--- src/rtl/mem_pkg.sv ---
// Shared types and widths for the load/store memory stage.
// ASIZE/DSIZE supply the default address/data widths.
`ifndef ASIZE
`define ASIZE 16
`endif
`ifndef DSIZE
`define DSIZE 16
`endif

package mem_pkg;
  localparam int TAG_W = 3;
  localparam int CNT_W = 16;

  typedef enum logic [2:0] {S_IDLE, S_RD, S_CAP, S_WR, S_RESP} state_t;

  function automatic logic [CNT_W-1:0] sat_inc(input logic [CNT_W-1:0] v);
    return (&v) ? v : v + 1'b1;
  endfunction
endpackage

--- src/rtl/sat_cnt.sv ---
// Saturating event counter with asynchronous active-low clear.
module sat_cnt import mem_pkg::*; (
  input  logic             i_clk,
  input  logic             i_clr_n,
  input  logic             i_en,
  output logic [CNT_W-1:0] o_cnt
);
  logic [CNT_W-1:0] r_cnt;

  always_ff @(posedge i_clk or negedge i_clr_n) begin
    if (!i_clr_n)  r_cnt <= '0;
    else if (i_en) r_cnt <= sat_inc(r_cnt);
  end

  assign o_cnt = r_cnt;
endmodule

--- src/rtl/mem_stage.sv ---
// Pipeline memory stage: one outstanding load/store at a time to a registered-read data memory.
// Define MEM_ADDR_CHECK_EN to fault out-of-range addresses instead of issuing them.
module mem_stage import mem_pkg::*; #(
  parameter int AW        = `ASIZE,
  parameter int DW        = `DSIZE,
  parameter int MEM_WORDS = 4096
) (
  input  logic             clk,
  input  logic             rst,
  input  logic             req_valid,
  output logic             req_ready,
  input  logic             req_we,
  input  logic [AW-1:0]    req_addr,
  input  logic [DW-1:0]    req_wdata,
  input  logic [TAG_W-1:0] req_rd,
  output logic             dm_ren,
  output logic             dm_wen,
  output logic [AW-1:0]    dm_addr,
  output logic [DW-1:0]    dm_wdata,
  input  logic [DW-1:0]    dm_rdata,
  output logic             rsp_valid,
  input  logic             rsp_ready,
  output logic [DW-1:0]    rsp_data,
  output logic [TAG_W-1:0] rsp_rd,
  output logic             rsp_is_load,
  output logic             rsp_fault,
  output logic [CNT_W-1:0] ld_cnt,
  output logic [CNT_W-1:0] st_cnt
);
  state_t           r_state;
  logic             r_ren, r_wen, r_rsp_valid, r_is_load;
  logic [AW-1:0]    r_addr;
  logic [DW-1:0]    r_wdata, r_rsp_data;
  logic [TAG_W-1:0] r_rsp_rd;
  logic             w_hs;

`ifdef MEM_ADDR_CHECK_EN
  logic r_fault;
  logic w_oob;
  assign w_oob     = 32'(req_addr) >= 32'(MEM_WORDS);
  assign rsp_fault = r_fault;
`else
  assign rsp_fault = 1'b0;
`endif

  // Gated by rst so the stage never advertises readiness while held in reset.
  assign req_ready = rst && (r_state == S_IDLE);

  always_ff @(posedge clk or negedge rst) begin
    if (!rst) begin
      r_state     <= S_IDLE;
      r_ren       <= 1'b0;
      r_wen       <= 1'b0;
      r_rsp_valid <= 1'b0;
      r_rsp_data  <= '0;
      r_rsp_rd    <= '0;
      r_is_load   <= 1'b0;
      r_addr      <= '0;
      r_wdata     <= '0;
`ifdef MEM_ADDR_CHECK_EN
      r_fault     <= 1'b0;
`endif
    end else begin
      case (r_state)
        S_IDLE: if (req_valid) begin
          r_addr     <= req_addr;
          r_rsp_rd   <= req_rd;
          r_is_load  <= !req_we;
          r_rsp_data <= '0;
          if (req_we) r_wdata <= req_wdata;
`ifdef MEM_ADDR_CHECK_EN
          r_fault    <= w_oob;
          if (w_oob) begin
            r_state     <= S_RESP;
            r_rsp_valid <= 1'b1;
          end else
`endif
          if (req_we) begin
            r_state <= S_WR;
            r_wen   <= 1'b1;
          end else begin
            r_state <= S_RD;
            r_ren   <= 1'b1;
          end
        end
        S_RD: begin
          r_ren   <= 1'b0;
          r_state <= S_CAP;
        end
        S_CAP: begin
          r_rsp_data  <= dm_rdata;
          r_rsp_valid <= 1'b1;
          r_state     <= S_RESP;
        end
        S_WR: begin
          r_wen       <= 1'b0;
          r_rsp_valid <= 1'b1;
          r_state     <= S_RESP;
        end
        S_RESP: if (rsp_ready) begin
          r_rsp_valid <= 1'b0;
          r_state     <= S_IDLE;
        end
        default: r_state <= S_IDLE;
      endcase
    end
  end

  assign dm_ren      = r_ren;
  assign dm_wen      = r_wen;
  assign dm_addr     = r_addr;
  assign dm_wdata    = r_wdata;
  assign rsp_valid   = r_rsp_valid;
  assign rsp_data    = r_rsp_data;
  assign rsp_rd      = r_rsp_rd;
  assign rsp_is_load = r_is_load;

  // Faulted accesses complete the handshake but are not counted.
  assign w_hs = r_rsp_valid && rsp_ready && !rsp_fault;

  sat_cnt u_ld_cnt (.i_clk(clk), .i_clr_n(rst), .i_en(w_hs &&  r_is_load), .o_cnt(ld_cnt));
  sat_cnt u_st_cnt (.i_clk(clk), .i_clr_n(rst), .i_en(w_hs && !r_is_load), .o_cnt(st_cnt));
endmodule
--- config.mk ---
export PLATFORM = sky130hd
export DESIGN_NAME = mem_stage
export DESIGN_NICKNAME = d
export VERILOG_FILES = /design/src/rtl/mem_pkg.sv /design/src/rtl/sat_cnt.sv /design/src/rtl/mem_stage.sv
export SDC_FILE = /design/constraint.sdc
export NUM_CORES = 1
export LEC_CHECK = 0
export ABC_AREA = 0
export ABC_CLOCK_PERIOD_IN_PS = 2100
export CORE_MARGIN = 1.5
export CORE_UTILIZATION = 44
export CTS_CLUSTER_SIZE = 24
export DETAILED_ROUTE_END_ITERATION = 6
export PLACE_DENSITY = 0.79
export SLEW_MARGIN = 20
export SYNTH_ARGS = -nofsm -noshare
export SYNTH_HDL_FRONTEND = slang
export SYNTH_SLANG_ARGS = --single-unit
export TNS_END_PERCENT = 10
--- constraint.sdc ---
create_clock -name clk -period 2.1 [get_ports clk]
set_input_delay 0.525 -clock clk [delete_from_list [all_inputs] [get_ports clk]]
set_output_delay 0.525 -clock clk [all_outputs]
set_load 0.01 [all_outputs]
==> qor.txt, run 1 <==
Filler cell count - 647
Die area - 9311 µm²
CTS max path bufs - 2
Post-synth cell types - 47
DRC violation count after routing - 0
Commonest non-fill, non-tap cell in the layout - clkdlybuf4s50_1
WL final - 8.858 mm
P&R area growth vs syn - 47.14%
Initial DRC Count - 135
Pwr Density - 1210 nW/µm²
Number of enable flip-flop cells after synthesis - 0
Crit path kind - flop to output pin
Register area share after synthesis - 58.56%
# diodes - 0
Clock-pin slew on the worst setup and hold paths - 0.08 ns
Final period util - 93.09%
DIE WIDTH - 96.50 µm
Placed cells - 599
RD Place Congestion - 0.7681
Most frequent cells in the layout - clkdlybuf4s50_1 (141), nand2_1 (101), dfrtp_1 (89)
Final non-filler cell area - 5659 µm²
Worst min-delay path category - input pin to async pin
Startpoint Class - flop
Synth Warn # - 0
Final setup fails - 0
Initial DRT Pass Iterations - 4
Fraction of registers with async set/reset - 100.0%
First-pass GRT wire length - 14.15 mm
Syn nets - 410
Total power - 6849 µW
RR Startpoint - u_st_cnt.o_cnt[0]
Worst Setup End Kind - output pin
Cell Area, Placed - 5449 µm²
Clk_skew - 0.009192 ns
Fmax achieved - 511.5 MHz
TritonCTS clock tree - done
Starting Density - 46.11%
Syn_area_per_cell - 10.93 µm²
Worst-path cell chain - nor3_2, and2_1, dlygate4sd2_1
Ys flop type - dfrtp_1
Final ANT Viol Nets - 0
GRT Total Usage - 19.71%
Setup TNS - 0 ns
Area of the core - 8341 µm²
Share of cells above drive strength 1 - 13.14%
Hold Vio Cnt, Final - 0
Grt ovf - 0
DR WL/cell - 14.40 µm
Crit path DAT - 1.43 ns
Final cell count without fillers - 615
# rows - 33
CP peak stage delay - 0.46 ns
Clock Latency Late Sink - 0.34 ns
CP max-delay cell - dfrtp_2
NumNets Final - 563
RSZ-0062 raised after global routing - no
Worst Setup SP - r_state[0]
Sink Count - 90
Chip height - 96.50 µm
Cell count after synthesis - 352
Via count - 3075
Synth Register Bits - 90
Mapped cell area - 3846 µm²
Vias in the first global route - 3056
Fin util - 67.85%
Number of H-tree levels - 3
Max cap viols - 0
Total CTS buffers - 9
Crit Path Max Fanout - 6
Via density - 5.000
Leakage power - 0.002494 µW
Ports - 145
Tmin final - 1.955 ns
Root Driver - clkbuf_8
Initial antenna violation count - 0
Worst Path Required - 1.57 ns
Run status - finished clean
Maximum number of pins on one net before global-route repair - 91
Post-DP HPWL - 6.331 mm
IO Port Bufs - 143
VDD IR max - 639.1 µV
Fin. max-slew vios - 0
## layer usage
metal	routed length [µm]	vias up	track usage (%)
li1	-	1510	-
met1	3867	1468	25.53
met2	4195	90	30.36
met3	689	7	6.573
met4	105	0	7.971
met5	0	-	0
## layout make-up
type	instances	area [µm²]	share of cell area [%]
Sequential cell	90	2253	39.82
Tap cell	105	131.4	2.321
Clock inverter	4	50.05	0.8844
Clock buffer	12	155.1	2.742
Inverter	4	15.01	0.2653
Timing Repair Buffer	153	1515	26.77
Multi-Input combinational cell	247	1539	27.19
## worst paths after layout
check	endpoint	slack [ns]	depth (start not counted)
worst min register to register	dm_addr[1]	0.48	2
worst max-delay path	req_ready	0.15	3
worst max register to register	u_st_cnt.o_cnt[1]	0.25	5
max in group asynchronous	r_state[0]	1.50	2
min in group clk	dm_addr[1]	0.48	2
worst min-delay path	dm_addr[10]	0.21	2
## kinds of logic (layout without fill, tap and decap cells)
kind of cell    after synthesis  after routing  synth area share, %
mux                          21             21                6.246
simple gates                162            162                21.28
fa+ha+maj                     2              2               0.6505
other cells                   1              1              0.09750
compound gates               38             38                6.311
xor+xnor                     23             23                5.238
buf+inv                      15            173                1.627
flops                        90             90                58.56
## registers in the layout (all words and copies together) (netlist names)
signal,count
dm_addr,16
dm_wdata,16
rsp_data,16
u_ld_cnt.o_cnt,16
u_st_cnt.o_cnt,16
r_state,3
rsp_rd,3
dm_ren,1
dm_wen,1
rsp_is_load,1
rsp_valid,1
## power breakdown
group | switching [µW] | total [µW] | internal (µW) | leakage, µW
Clock | 592 | 1210 | 614 | 0.0000986
Combinational | 1230 | 2830 | 1590 | 0.00124
Sequential | 458 | 2820 | 2360 | 0.00115
## worst max-delay path, delay by kind of cell (launching register included)
kind	cells	cell delay [ns]
AND/OR/NAND/NOR	2	0.36
flip-flops	1	0.46
buffers and inverters	1	0.28
## synthesized netlist by cell type (all sizes together) (2+ instances only)
cell type	number	area share [%]
clkbuf	6	0.59
inv	4	0.39
nand2	102	10
o21a	3	0.59
o2111ai	2	0.46
a21oi	5	0.65
o21ai	21	2.7
buf	5	0.65
dfrtp	90	59
or3	2	0.49
and4	5	1.2
nand4	10	2.2
o211ai	3	0.59
nor3	6	0.91
nor2	6	0.65
and3	3	0.52
nand3	15	2.1
ha	2	0.65
mux2	21	6.2
xor2	8	1.8
nand2b	3	0.49
nor4	4	1.2
and2	2	0.33
xnor2	15	3.4
## stage by stage
stage,hold WS [ns],setup slack (ns)
after floorplan,0.2294,0.3800
after global placement,0.4570,0.02700
after detailed placement,0.4652,0.01135
after CTS,0.2420,0.1099
after global routing,0.2480,0.03142
final,0.2109,0.1450
## timing repair
item	4_1_cts	5_1_grt
buffers inserted	0	0
resized for setup	3	0
hold buffers	0	0
setup endpoints to repair	1	0
No activity file was read; power rests on OpenSTA's default activity.
==> run 2, diff against run 1 <==
ABC_CLOCK_PERIOD_IN_PS = 2200   (was 2100)
CORE_ASPECT_RATIO = 0.8   (was not set)
clock period = 2.2 ns   (was 2.1 ns; I/O delays follow)
==> qor.txt, run 2 (synthesized netlist as in run 1, its figures left out) <==
Final setup fails - 0
DR WL/cell - 14.42 µm
DRC violation count after routing - 0
Die area - 9315 µm²
VDD IR max - 649.6 µV
GRT Total Usage - 20.32%
Crit path kind - flop to output pin
Placed cells - 608
CP peak stage delay - 0.60 ns
NumNets Final - 565
Grt ovf - 0
Number of H-tree levels - 3
Run status - finished clean
Hold_buf cts - 0
CP max-delay cell - clkdlybuf4s50_1
Crit path DAT - 1.42 ns
Clock-pin slew on the worst setup and hold paths - 0.08 ns
Vias in the first global route - 3103
Ports - 145
Register-to-Register Path Depth - 5
Final ANT Viol Nets - 0
Final period util - 89.50%
Post-DP HPWL - 6.516 mm
# diodes - 0
Fmax achieved - 507.9 MHz
Max cap viols - 0
Maximum number of pins on one net before global-route repair - 63
Via count - 3112
DIE WIDTH - 107.5 µm
P&R area growth vs syn - 47.82%
Fin. max-slew vios - 0
WL final - 9.000 mm
Startpoint Class - flop
RD Place Congestion - 0.7544
Clock Latency Late Sink - 0.34 ns
TritonCTS clock tree - done
Worst min-delay path category - input pin to async pin
Worst Max-Slew Pin Slew - 0.7715 ns
Crit Path Max Fanout - 6
Leakage power - 0.002506 µW
Setup TNS - 0 ns
Root Driver - clkbuf_8
Worst slew margin - 48.57%
Tmin final - 1.969 ns
Area of the core - 8483 µm²
Worst-path cell chain - clkdlybuf4s50_1
Starting Density - 45.34%
Via density - 4.987
Critical path depth - 1
IO Port Bufs - 143
Final cell count without fillers - 624
Chip height - 86.63 µm
Initial DRC Count - 117
Pwr Density - 1162 nW/µm²
Sink Count - 90
Hold Vio Cnt, Final - 0
Worst Setup End Kind - output pin
Worst Path Required - 1.65 ns
Share of cells above drive strength 1 - 13.28%
Most frequent cells in the layout - clkdlybuf4s50_1 (141), nand2_1 (101), dfrtp_1 (89)
Worst reg2reg setup slack - 0.33 ns
Initial antenna violation count - 0
Total CTS buffers - 9
# rows - 30
RSZ-0062 raised after global routing - no
Initial DRT Pass Iterations - 4
Commonest non-fill, non-tap cell in the layout - clkdlybuf4s50_1
Buf/Inv on CP - 1
First-pass GRT wire length - 14.90 mm
Clk_skew - 0.007687 ns
Largest delay contributor family on the critical path - buffers and inverters
CTS max path bufs - 2
run 2: cell types whose count changed in the layout (fill, tap and decap cells not counted), sizes merged:
cell,delta
bufinv,+1
buf,+2
clkinv,-1
run 2: metal layers:
metal	up-vias	track usage [%]	share of wire [%]
met2	100	35.15	48
met5	-	0	0
li1	1504	-	-
met4	0	4.785	0.57
met3	7	6.692	7.3
met1	1501	24.83	44
run 2: metrics by stage:
| step | power, µW | setup slack [ns] | cell area (µm²) | hold WS (ns) | util, % |
|---|---|---|---|---|---|
| floorplan | 3828 | 0.4800 | 3846 | 0.2544 | - |
| global placement | 5333 | 0.03385 | 5460 | 0.4571 | 64.37 |
| finish | 6605 | 0.2310 | 5685 | 0.2453 | 67.02 |
| CTS | 6696 | 0.1998 | 5685 | 0.2468 | 67.02 |
| detailed placement | 5434 | 0.01870 | 5460 | 0.4616 | 64.37 |
| global route | 7042 | 0.1448 | 5685 | 0.2511 | 67.02 |
run 2: path summary, 6_finish.rpt:
check | end | start
setup / recovery | rsp_valid | rsp_valid
hold reg to reg | dm_addr[11] | dm_addr[11]
hold / removal | u_ld_cnt.o_cnt[10] | rst
max in group asynchronous | r_state[0] | rst
min in group clk | dm_addr[11] | dm_addr[11]
setup reg to reg | u_st_cnt.o_cnt[1] | u_st_cnt.o_cnt[0]
run 2: repair_timing:
| item | CTS | global route |
|---|---|---|
| resized for setup | 3 | 0 |
| setup endpoints to repair | 1 | 0 |
| buffers inserted | 0 | 0 |
run 2: area by class of cell:
type / count / area, µm²
clock inverters: 4 / 75.07
multi-input cells: 247 / 1539
well taps: 112 / 140.1
repair buffers: 155 / 1518
inverters: 4 / 15.01
flip-flops and latches: 90 / 2253
clock buffers: 12 / 145.1
fillers: 681 / 2798
run 2: power breakdown:
| part | switching, µW | leakage, µW | internal (µW) |
|---|---|---|---|
| sequential | 426 | 0.00115 | 2250 |
| clock | 559 | 0.000103 | 673 |
| combinational | 1180 | 0.00125 | 1520 |
| total | 2160 | 0.00251 | 4440 |
==> run 3, diff against run 2 <==
CORE_UTILIZATION = 45   (was 44)
SLEW_MARGIN = not set   (was 20)
SYNTH_HIERARCHICAL = 1   (was not set)
==> qor.txt, run 3 <==
XOR/XNOR Fraction of Synth Area - 4.747%
Hold Vio Cnt, Final - 0
Sink Count - 90
Top-count cell post-synth - dfrtp_1
Total CTS buffers - 9
Final ANT Viol Nets - 0
Fin. max-slew vios - 0
Syn nets - 370
Worst Setup End Kind - flop
Tmin final - 2.026 ns
Synth Register Bits - 90
Chip height - 87.95 µm
RR Startpoint - u_st_cnt/o_cnt[0]
Post-synthesis mux area share - 14.15%
Worst flop-to-flop path endpoint - u_st_cnt/o_cnt[1]
Register area share after synthesis - 55.49%
CP peak stage delay - 0.50 ns
Crit path kind - input pin to flop
Starting Density - 47.01%
Synth Warn # - 6
Global Route met3 Usage - 6.101%
Final cell count without fillers - 581
Root Driver - clkbuf_16
Crit path DAT - 2.29 ns
Syn_area_per_cell - 13.01 µm²
Post-DP HPWL - 6.719 mm
Pwr Density - 1248 nW/µm²
Run status - finished clean
Initial DRC Count - 93
Placed cells - 565
Worst-path cell chain - clkdlybuf4s50_1, nand2_1, nor2_1, and3_2, nand3_1, nor3b_1, xor2_1
TritonCTS clock tree - done
Hold_buf cts - 0
Fmax achieved - 493.5 MHz
Number of H-tree levels - 3
Max cap viols - 0
Vias in the first global route - 3116
DR WL/cell - 16.25 µm
Dpl ws - -0.1300 ns
Clock-pin slew on the worst setup and hold paths - 0.06 ns
Complex-gate fraction of the synthesized area - 5.425%
Crit Path Max Fanout - 6
Dominant cells by area after synthesis - dfrtp_1 (55%), mux2_4 (7.8%), mux2_2 (6.4%)
Resized cells post-CTS - 3
IO Port Bufs - 143
Clk_skew - 0.007314 ns
DRC violation count after routing - 0
Final period util - 92.11%
Die area - 9602 µm²
Ys flop type - dfrtp_1
Area leader, netlist - dfrtp_1
Maximum number of pins on one net before global-route repair - 56
GRT Total Usage - 20.38%
DIE WIDTH - 109.2 µm
# diodes - 0
Ports - 145
Grt met2 use - 33.13%
Mapped cell area - 4059 µm²
Via count - 3019
# rows - 30
Hold_ws - 0.2810 ns
Post-synthesis adder-cell area fraction - 0.6165%
WL final - 9.439 mm
Most instantiated cells after synthesis - dfrtp_1 (90), nand2_1 (26), mux2_2 (23)
VDD IR max - 657.2 µV
Worst min-delay path category - input pin to async pin
Leakage power - 0.002626 µW
Setup TNS - 0 ns
Clock Latency Late Sink - 0.34 ns
Via density - 5.196
Synth Area in Simple Gates - 16.28%
RD Place Congestion - 0.8029
Worst reg2reg setup slack - 0.38 ns
Initial antenna violation count - 0
Grt ovf - 0
Initial DRT Pass Iterations - 4
Cell count after synthesis - 312
CP max-delay cell - clkdlybuf4s50_1
Commonest non-fill, non-tap cell in the layout - clkdlybuf4s50_1
Worst slew margin - 54.39%
Most frequent cells in the layout - clkdlybuf4s50_1 (141), dfrtp_1 (89), nand2_1 (26)
P&R area growth vs syn - 46.67%
NumNets Final - 522
Post-synth cell types - 37
Startpoint Class - input pin
RSZ-0062 raised after global routing - no
CTS max path bufs - 2
Main combinational cell family by area after synthesis - simple AND/OR/NAND/NOR gates
Number of enable flip-flop cells after synthesis - 0
Worst Setup Slack, final - 0.1735 ns
Final setup fails - 0
Met1 Usage GRT - 26.54%
Area of the core - 8633 µm²
Fraction of registers with async set/reset - 100.0%
# Post-CTS Setup Buffers - 0
Share of cells above drive strength 1 - 18.76%
Yosys top cell area share - 55.49%
Worst Path Required - 2.46 ns
Worst Max-Slew Pin Slew - 0.6841 ns
GR peak layer - met2
First-pass GRT wire length - 14.97 mm
Register-to-Register Path Depth - 5
[run 3: cell types whose count changed after synthesis, sizes merged, moves of 3 or more]
cell,previous run,this run
clkbuf,6,0
mux2,21,44
xor2,8,16
nand2,102,26
buf,5,12
o21a,3,0
o21ai,21,4
xnor2,15,6
nor2,6,16
o2bb2ai,0,16
nor3,6,12
[run 3: through the flow]
step                      utilization, %  instance area, µm²  power, µW
after global placement             65.07                5618       5709
final                              68.96                5953       7432
after detailed placement           65.07                5618       5793
after CTS                          68.96                5953       7516
after floorplan                        -                4059       4162
after global routing               68.96                5953       7839
[run 3: cells by family (layout without fill, tap and decap cells)]
group,after synthesis,count (layout)
AOI/OAI and AO/OA,30,30
xor gates and xnor gates,22,22
adders and majority gates,2,2
buffers and inverters,17,174
DFF,90,90
muxes,44,44
other,1,1
and+or+nand+nor,106,106
[run 3: layer usage]
layer | wire (µm) | part of all wire (%)
met1 | 4189 | 44
met2 | 4360 | 46
met3 | 806 | 8.5
met4 | 82 | 0.87
met5 | 0 | 0
[run 3: worst max-delay path by stage]
stage,start,endpoint,slack (ns),cells past startpoint
3_5_place_dp,rsp_ready,u_st_cnt/o_cnt[5],-0.13,7
6_report,rsp_ready,u_st_cnt/o_cnt[5],0.17,7
4_1_cts,r_state[2],req_ready,0.18,3
2_1_floorplan,rsp_ready,u_st_cnt/o_cnt[15],0.49,6
5_1_grt,rsp_ready,u_st_cnt/o_cnt[5],0.04,7
3_3_place_gp,rsp_ready,u_st_cnt/o_cnt[15],-0.07,7
[run 3: critical path: cells and delay by family]
kind	cells	cell delay, ns
and+or+nand+nor	5	1.07
buffers and inverters	1	0.50
xor gates and xnor gates	1	0.17
[run 3: layout make-up]
class                           instances  area [µm²]
Multi-Input combinational cell        205        1684
Clock buffer                           10       239.0
Timing Repair Buffer                  153        1528
Tap cell                              112       140.1
Inverter                                5       18.77
Sequential cell                        90        2253
Fill cell                             638        2680
Clock inverter                          6       90.09
[run 3: report_power, final]
group / total, µW / internal (µW) / switching, µW
logic: 3000 / 1850 / 1160
clock network: 1660 / 1030 / 631
registers: 2770 / 2280 / 493
total: 7430 / 5150 / 2280
